[src/rtl/timer_alarm_pkg.sv]
// Shared definitions for the multi-channel alarm scheduler.
// Contents:
//   - register byte offsets (STATUS, channel block base and stride, and the
//     per-channel register offsets inside a block)
//   - CTRL bit positions
//   - ch_cfg_t: the complete software-visible configuration of one channel
package timer_alarm_pkg;

  localparam int unsigned STATUS    = 32'h00;
  localparam int unsigned CH_BASE   = 32'h10;
  localparam int unsigned CH_STRIDE = 32'h10;

  localparam int unsigned CTRL      = 32'h0;
  localparam int unsigned CMP_LO    = 32'h4;
  localparam int unsigned CMP_HI    = 32'h8;
  localparam int unsigned PERIOD    = 32'hC;

  localparam int unsigned EN        = 0;
  localparam int unsigned PERIODIC  = 1;
  localparam int unsigned IRQ_EN    = 2;

  typedef struct packed {
    logic        en;
    logic        periodic;
    logic        irq_en;
    logic [63:0] cmp;
    logic [31:0] period;
  } ch_cfg_t;

endpackage

[src/rtl/timer_alarm_ctrl_if.sv]
// MMIO handshake between the bus master and the alarm block.
// Signals:
//   select     block select
//   mem_wstrb  write strobes (any nonzero strobe writes the whole word)
//   mem_addr   byte address
//   mem_wdata  write data
//   mem_rdata  read data, combinational, 0 when not selected
//   mem_ready  single-cycle response, mirrors select
interface timer_alarm_ctrl_if;

  logic        select;
  logic [3:0]  mem_wstrb;
  logic [31:0] mem_addr;
  logic [31:0] mem_wdata;
  logic [31:0] mem_rdata;
  logic        mem_ready;

  modport master (
    output select, mem_wstrb, mem_addr, mem_wdata,
    input  mem_rdata, mem_ready
  );

  modport slave (
    input  select, mem_wstrb, mem_addr, mem_wdata,
    output mem_rdata, mem_ready
  );

endinterface

[src/rtl/alarm_cmp_unit.sv]
// The single comparator and reload adder shared by all alarm channels.
// Purely combinational; evaluates whichever channel the scan pointer selects.
// Ports:
//   cfg_i       configuration of the channel being visited
//   us_cnt_i    current microsecond count
//   fire_o      channel is enabled and the count has reached its compare value
//   next_cmp_o  compare value to store if the channel fires
//   next_en_o   enable to store if the channel fires (0 for one-shot or
//               a zero period, which would otherwise re-fire forever)
module alarm_cmp_unit
  import timer_alarm_pkg::*;
(
  input  ch_cfg_t     cfg_i,
  input  logic [63:0] us_cnt_i,
  output logic        fire_o,
  output logic [63:0] next_cmp_o,
  output logic        next_en_o
);

  logic reload;
  logic unused_irq_en;

  assign unused_irq_en = cfg_i.irq_en;

  always_comb begin
    reload     = cfg_i.periodic && (cfg_i.period != '0);
    fire_o     = cfg_i.en && (us_cnt_i >= cfg_i.cmp);
    // 64-bit add wraps modulo 2^64 by construction.
    next_cmp_o = reload ? (cfg_i.cmp + {32'd0, cfg_i.period}) : cfg_i.cmp;
    next_en_o  = reload;
  end

endmodule

[src/rtl/timer_alarm_ctrl.sv]
// Multi-channel alarm scheduler on top of the free-running microsecond count.
// A round-robin pointer visits one channel per cycle and feeds it to the
// shared alarm_cmp_unit; firing sets a pending flag and either reloads the
// compare value (periodic) or disables the channel (one-shot).
// Ports:
//   clk_i     MCU clock (also clocks the us count source)
//   rst_i     synchronous active-high reset
//   bus       MMIO slave: STATUS (W1C pending) at 0x00, channel n registers
//             CTRL/CMP_LO/CMP_HI/PERIOD at 0x10 + n*0x10 + {0,4,8,C}
//   us_cnt_i  current microsecond count
//   irq_o     OR over channels of pending & irq_en
module timer_alarm_ctrl
  import timer_alarm_pkg::*;
#(
  parameter int unsigned NUM_CH = 4
) (
  input  logic               clk_i,
  input  logic               rst_i,
  timer_alarm_ctrl_if.slave  bus,
  input  logic [63:0]        us_cnt_i,
  output logic               irq_o
);

  localparam int unsigned PW = (NUM_CH > 1) ? $clog2(NUM_CH) : 1;

  ch_cfg_t           cfg_q [NUM_CH];
  ch_cfg_t           cfg_d [NUM_CH];
  logic [NUM_CH-1:0] pend_q, pend_d;
  logic [PW-1:0]     ptr_q, ptr_d;

  logic [31:0]       aw;
  logic              wr;
  logic              st_hit;
  logic [NUM_CH-1:0] hit_ctrl, hit_lo, hit_hi, hit_per;
  logic [NUM_CH-1:0] ch_wr;
  logic [NUM_CH-1:0] irq_en_vec;
  logic [31:0]       rd;
  logic              unused_addr;

  ch_cfg_t           cur;
  logic              fire;
  logic [63:0]       next_cmp;
  logic              next_en;

  // Only addr[7:2] is decoded; everything else aliases.
  assign aw          = {24'd0, bus.mem_addr[7:2], 2'b00};
  assign unused_addr = ^{bus.mem_addr[31:8], bus.mem_addr[1:0]};
  assign wr          = bus.select && (bus.mem_wstrb != '0);
  assign st_hit      = (aw == STATUS);

  always_comb begin
    hit_ctrl   = '0;
    hit_lo     = '0;
    hit_hi     = '0;
    hit_per    = '0;
    ch_wr      = '0;
    irq_en_vec = '0;
    for (int unsigned n = 0; n < NUM_CH; n++) begin
      hit_ctrl[n]   = (aw == CH_BASE + n * CH_STRIDE + CTRL);
      hit_lo[n]     = (aw == CH_BASE + n * CH_STRIDE + CMP_LO);
      hit_hi[n]     = (aw == CH_BASE + n * CH_STRIDE + CMP_HI);
      hit_per[n]    = (aw == CH_BASE + n * CH_STRIDE + PERIOD);
      ch_wr[n]      = wr && (hit_ctrl[n] || hit_lo[n] || hit_hi[n] || hit_per[n]);
      irq_en_vec[n] = cfg_q[n].irq_en;
    end
  end

  assign cur = cfg_q[ptr_q];

  alarm_cmp_unit u_cmp (
    .cfg_i      (cur),
    .us_cnt_i   (us_cnt_i),
    .fire_o     (fire),
    .next_cmp_o (next_cmp),
    .next_en_o  (next_en)
  );

  always_comb begin
    cfg_d  = cfg_q;
    pend_d = pend_q;

    if (wr && st_hit) begin
      pend_d = pend_q & ~bus.mem_wdata[NUM_CH-1:0];
    end

    for (int unsigned n = 0; n < NUM_CH; n++) begin
      if (wr && hit_ctrl[n]) begin
        cfg_d[n].en       = bus.mem_wdata[EN];
        cfg_d[n].periodic = bus.mem_wdata[PERIODIC];
        cfg_d[n].irq_en   = bus.mem_wdata[IRQ_EN];
      end
      if (wr && hit_lo[n]) cfg_d[n].cmp[31:0]  = bus.mem_wdata;
      if (wr && hit_hi[n]) cfg_d[n].cmp[63:32] = bus.mem_wdata;
      if (wr && hit_per[n]) cfg_d[n].period    = bus.mem_wdata;
    end

    // Scanner update comes after the W1C so a coincident hardware set wins,
    // and is dropped when software writes the visited channel this cycle.
    if (fire && !ch_wr[ptr_q]) begin
      cfg_d[ptr_q].cmp = next_cmp;
      cfg_d[ptr_q].en  = next_en;
      pend_d[ptr_q]    = 1'b1;
    end

    ptr_d = (ptr_q == PW'(NUM_CH - 1)) ? '0 : ptr_q + PW'(1);
  end

  always_ff @(posedge clk_i) begin
    if (rst_i) begin
      for (int unsigned n = 0; n < NUM_CH; n++) begin
        cfg_q[n] <= '0;
      end
      pend_q <= '0;
      ptr_q  <= '0;
    end else begin
      cfg_q  <= cfg_d;
      pend_q <= pend_d;
      ptr_q  <= ptr_d;
    end
  end

  always_comb begin
    rd = '0;
    if (st_hit) rd = 32'(pend_q);
    for (int unsigned n = 0; n < NUM_CH; n++) begin
      if (hit_ctrl[n]) rd = {29'd0, cfg_q[n].irq_en, cfg_q[n].periodic, cfg_q[n].en};
      if (hit_lo[n])   rd = cfg_q[n].cmp[31:0];
      if (hit_hi[n])   rd = cfg_q[n].cmp[63:32];
      if (hit_per[n])  rd = cfg_q[n].period;
    end
  end

  assign bus.mem_rdata = bus.select ? rd : '0;
  assign bus.mem_ready = bus.select;
  assign irq_o         = |(pend_q & irq_en_vec);

endmodule

[src/flat_wrapper.sv]
// flat-port wrapper written by rule: the top's interface ports become plain ports
module timer_alarm_ctrl_flat import timer_alarm_pkg::*;
#(
  parameter int unsigned NUM_CH = 4
)
  (clk_i, rst_i, us_cnt_i, irq_o, bus_select, bus_mem_wstrb, bus_mem_addr, bus_mem_wdata, bus_mem_rdata, bus_mem_ready);
  timer_alarm_ctrl_if bus_i ();
  input  logic clk_i;
  input  logic rst_i;
  input  logic [63:0] us_cnt_i;
  output logic irq_o;
  input wire logic [$bits(bus_i.select)-1:0] bus_select;
  input wire logic [$bits(bus_i.mem_wstrb)-1:0] bus_mem_wstrb;
  input wire logic [$bits(bus_i.mem_addr)-1:0] bus_mem_addr;
  input wire logic [$bits(bus_i.mem_wdata)-1:0] bus_mem_wdata;
  output wire logic [$bits(bus_i.mem_rdata)-1:0] bus_mem_rdata;
  output wire logic [$bits(bus_i.mem_ready)-1:0] bus_mem_ready;
  assign bus_i.select = bus_select;
  assign bus_i.mem_wstrb = bus_mem_wstrb;
  assign bus_i.mem_addr = bus_mem_addr;
  assign bus_i.mem_wdata = bus_mem_wdata;
  assign bus_mem_rdata = bus_i.mem_rdata;
  assign bus_mem_ready = bus_i.mem_ready;
  timer_alarm_ctrl #(.NUM_CH(NUM_CH)) u_core (.clk_i(clk_i), .rst_i(rst_i), .bus(bus_i), .us_cnt_i(us_cnt_i), .irq_o(irq_o));
endmodule
[config.mk]
export PLATFORM = sky130hd
export DESIGN_NAME = timer_alarm_ctrl_flat
export DESIGN_NICKNAME = d
export VERILOG_FILES = /design/src/rtl/timer_alarm_pkg.sv /design/src/rtl/timer_alarm_ctrl_if.sv /design/src/rtl/alarm_cmp_unit.sv /design/src/rtl/timer_alarm_ctrl.sv /design/src/flat_wrapper.sv
export SDC_FILE = /design/constraint.sdc
export NUM_CORES = 2
export LEC_CHECK = 0
export CAP_MARGIN = 0
export CORE_MARGIN = 4
export CORE_UTILIZATION = 35
export DETAILED_ROUTE_END_ITERATION = 6
export SLEW_MARGIN = 20
export SYNTH_ARGS = -nofsm -noshare
export SYNTH_HDL_FRONTEND = slang
export SYNTH_SLANG_ARGS = --single-unit
[constraint.sdc]
create_clock -name clk_i -period 14.8 [get_ports clk_i]
set_clock_uncertainty 0.15 [all_clocks]
set_input_delay 2.96 -clock clk_i [delete_from_list [all_inputs] [get_ports clk_i]]
set_output_delay 2.96 -clock clk_i [all_outputs]
set_load 0.01 [all_outputs]
==> impl_metrics.ini <==
[yosys]
synth.distinct_cells = 90
netlist_area_um2 = 28200
ys_warn_count = 0
synth_edf_count = 0
ys_seq_area_share_pct = 28.6
postSynthCellCount = 3457
synth_flop_cell = dfxtp_1
avgSynthCellArea_um2 = 8.14
yosys_register_bits = 402
synth_fp_nets = 3693
postSynth.asyncResetShare_pct = 0

[clock_network]
ctsResizeCount = 0
cts.htree.levels = 2
clock-sinks = 402
clk_latency_ns = 0.61
cts_made_buffers = 46
root_buffer = clkbuf_16
post_cts_buffers = 0
postCtsHoldBufs = 0
clkSlewWorstSetupHoldPaths_ns = 0.05
cts_tree = yes
clockBufferDepth = 3

[sta]
slew_headroom_pct = 16.8
fmax_mhz = 98.5
finalCriticalPeriod_ns = 10.15
tightest_slew_ns = 1.24
finalSetupViolCount = 0
slew_viol_final = 0
fin_crit_sh_pct = 68.6
hold_violations = 0
rsz0062_at_grt = no
tns_ns = 0

[pwr]
combPwrFrac_pct = 19.3
vdd_drop_max_mv = 0.0752
power_density_nw_per_um2 = 90.5
clkPwrFrac_pct = 40.4
internal_power_w = 0.00196
power.leakage_nw = 10.1
total_power_w = 0.00287
switching_share_pct = 31.7
seq_power_share_pct = 40.3
p_switching_w = 0.000908

[setup_path]
critPathKind = in2out
crit_family = buffers and inverters
r2r_cells = 13
cp-start-kind = input port
startpoint = bus_mem_addr[7]
critical_path.max_stage_delay_ns = 0.98
worstReg2RegEnd = u_core.cfg_q[154]$_SDFF_PP0_
crit_arrival_ns = 7.04
cp_max_fo = 37
reg2reg_from = u_core.ptr_q[0]$_SDFF_PP0_
crit_buf_inv = 4
critical_path_depth = 9
cp_slowest_cell = nand3_1
cp_cell_sequence = clkdlybuf4s50_1 -> nor2_1 -> and3_2 -> buf_4 -> nand3_1 -> buf_4 -> o21ai_0 -> a211oi_1 -> clkdlybuf4s50_1
crit_end = bus_mem_rdata[16]
critPathCaptureType = primary output
r2r_slack_ns = 6.97
crit_required_ns = 11.69

[placed_design]
place_area_um2 = 30200
gp_congestion = 0.978
port-buffer-count = 142
place_hpwl_um = 81600
dp.cells = 4385

[flow_run]
maxCapViolations = 0

[global_route]
grt_pass1_wl_um = 186000
grt_pass1_vias = 27196
antenna_found_initial = 6
overflow = 0
grt_usage_pct = 28.6
grt_max_degree = 205

[finish]
nFillCells = 8093
syn2layout_area_growth_pct = 12.4
fin_cells = 4469
multi_input_area_um2 = 18600
final_area_um2 = 31700
drive_gt1_share_pct = 12.4
nets = 3619
ff_latch_area_um2 = 8060

[die]
fp-row-count = 103
core_um2 = 79400
dieArea_um2 = 85000
dieHeight_um = 292
io_pins = 169
die_x_um = 292
start_util_pct = 35.5

[hold_path]
hold_class = reg2reg

[drt]
drcViolationCount = 0
wl_per_cell_um = 28.7
detail_route.vias_per_cell = 6.48
wirelength_um = 128000
drt_iter0_drc = 4016
dr.pass1.iters = 6
antenna_left = 0
via_count = 28975

[status]
outcome = finished clean
cell type report:
class | instances | share of cell area [%]
Antenna cell | 3 | 0.0237
Sequential cell | 402 | 25.4
Inverter | 80 | 0.949
Timing Repair Buffer | 212 | 6.23
Clock inverter | 8 | 0.225
Tap cell | 1050 | 4.15
Multi-Input combinational cell | 2641 | 58.6
Clock buffer | 73 | 4.37
layout by cell type, fill, tap and decap left out, types with 23 or more instances in the layout:
cell type	count
mux2_2	120
nand3_1	63
mux4_2	96
ha_1	100
clkbuf_16	47
inv_1	74
a22oi_1	33
xnor2_1	40
mux2i_1	150
nor2_1	113
a21oi_1	317
a311oi_1	33
a211oi_1	187
nor2b_1	36
and2_1	23
nor3_1	126
buf_4	69
nand2_1	645
nand4_1	24
clkdlybuf4s50_1	138
a221oi_1	61
o21ai_0	148
a22o_1	30
o221ai_1	28
dfxtp_1	400
power groups by stage:
| stage | Combinational (W) | Clock (W) | Sequential [W] |
|---|---|---|---|
| after floorplan | 0.000354 | 0 | 0.00116 |
| after global routing | 0.000578 | 0.00120 | 0.00116 |
| after CTS | 0.000534 | 0.00116 | 0.00115 |
| after detailed placement | 0.000532 | 0 | 0.00118 |
| after global placement | 0.000528 | 0 | 0.00118 |
| final | 0.000553 | 0.00116 | 0.00115 |
metal layers:
layer | vias up | track usage (%) | routed length, µm
li1 | 12608 | - | -
met1 | 14013 | 38.3 | 51500
met4 | 4 | 12.8 | 6370
met5 | - | 0 | 18
met3 | 408 | 9.14 | 16200
met2 | 1942 | 42.1 | 54300
worst min path at each step:
stage / startpoint / slack (ns) / cells after the start / end
6_report: flop / 0.32 / 2 / flop
5_1_grt: flop / 0.34 / 2 / flop
4_1_cts: flop / 0.32 / 2 / flop
3_5_place_dp: flop / 0.31 / 2 / flop
3_3_place_gp: flop / 0.30 / 2 / flop
2_1_floorplan: flop / 0.29 / 2 / flop
cells by family (layout without fill, tap and decap cells):
family	count (synthesis)	in the layout	synth area share, %
AND/OR/NAND/NOR	1131	1131	17.8
AO/OA/AOI/OAI	991	991	23.4
buffers and inverters	414	373	6.15
flip-flops	402	402	28.6
multiplexers	367	367	17.9
adder cells (fa/ha/maj)	101	101	4.52
XOR/XNOR	51	51	1.61
other	0	3	0
stage by stage:
| stage | hold slack, ns | utilization [%] | setup WS [ns] |
|---|---|---|---|
| 2_1_floorplan | 0.293 | - | 6.40 |
| 3_3_place_gp | 0.303 | 38.0 | 4.85 |
| 3_5_place_dp | 0.307 | 38.0 | 4.87 |
| 4_1_cts | 0.316 | 39.9 | 4.83 |
| 5_1_grt | 0.336 | 39.9 | 4.63 |
| 6_report | 0.320 | 39.9 | 4.65 |
synth_stat cells (5+ instances only):
| cell | instances | area (µm²) |
|---|---|---|
| nor2b_1 | 37 | 231 |
| buf_2 | 45 | 225 |
| and2_1 | 24 | 150 |
| a21o_1 | 15 | 113 |
| o22ai_1 | 6 | 37.5 |
| a22oi_1 | 33 | 248 |
| nor4_1 | 21 | 131 |
| o2111ai_1 | 7 | 61.3 |
| o21ai_1 | 6 | 30.0 |
| a221oi_1 | 61 | 534 |
| nand3_1 | 65 | 325 |
| mux4_2 | 96 | 2160 |
| a2111oi_1 | 6 | 60.1 |
| clkbuf_1 | 250 | 938 |
| nand4_1 | 24 | 150 |
| o21a_1 | 14 | 105 |
| buf_1 | 23 | 86.3 |
| inv_1 | 77 | 289 |
| nand2b_1 | 6 | 37.5 |
| xnor2_1 | 40 | 350 |
| o21ai_0 | 148 | 741 |
| a211oi_1 | 187 | 1400 |
| nor2_1 | 121 | 454 |
| nand2_1 | 650 | 2440 |
| o211ai_1 | 19 | 143 |
| xor2_1 | 10 | 87.6 |
| a22o_1 | 30 | 263 |
| a2111oi_0 | 7 | 61.3 |
| o31ai_1 | 5 | 37.5 |
| o221ai_1 | 28 | 245 |
| ha_1 | 100 | 1250 |
| nor3_1 | 131 | 656 |
| mux2_2 | 120 | 1350 |
| a31oi_1 | 15 | 93.8 |
| buf_4 | 6 | 45.0 |
| buf_6 | 5 | 56.3 |
| a311oi_1 | 33 | 289 |
| dfxtp_1 | 402 | 8050 |
| and3_1 | 16 | 100 |
| a2111oi_2 | 6 | 90.1 |
| or3_1 | 7 | 43.8 |
| a21oi_1 | 317 | 1590 |
| mux2i_1 | 150 | 1500 |
worst reg2reg max path: cells and delay by family, from the launching register on:
family	cells	cell delay [ns]
compound gates	4	2.29
buf+inv	4	1.88
simple gates	3	1.49
mux	1	0.88
flops	1	0.82
fa+ha+maj	1	0.20
Note: power is estimated with default switching activity, not from simulation.
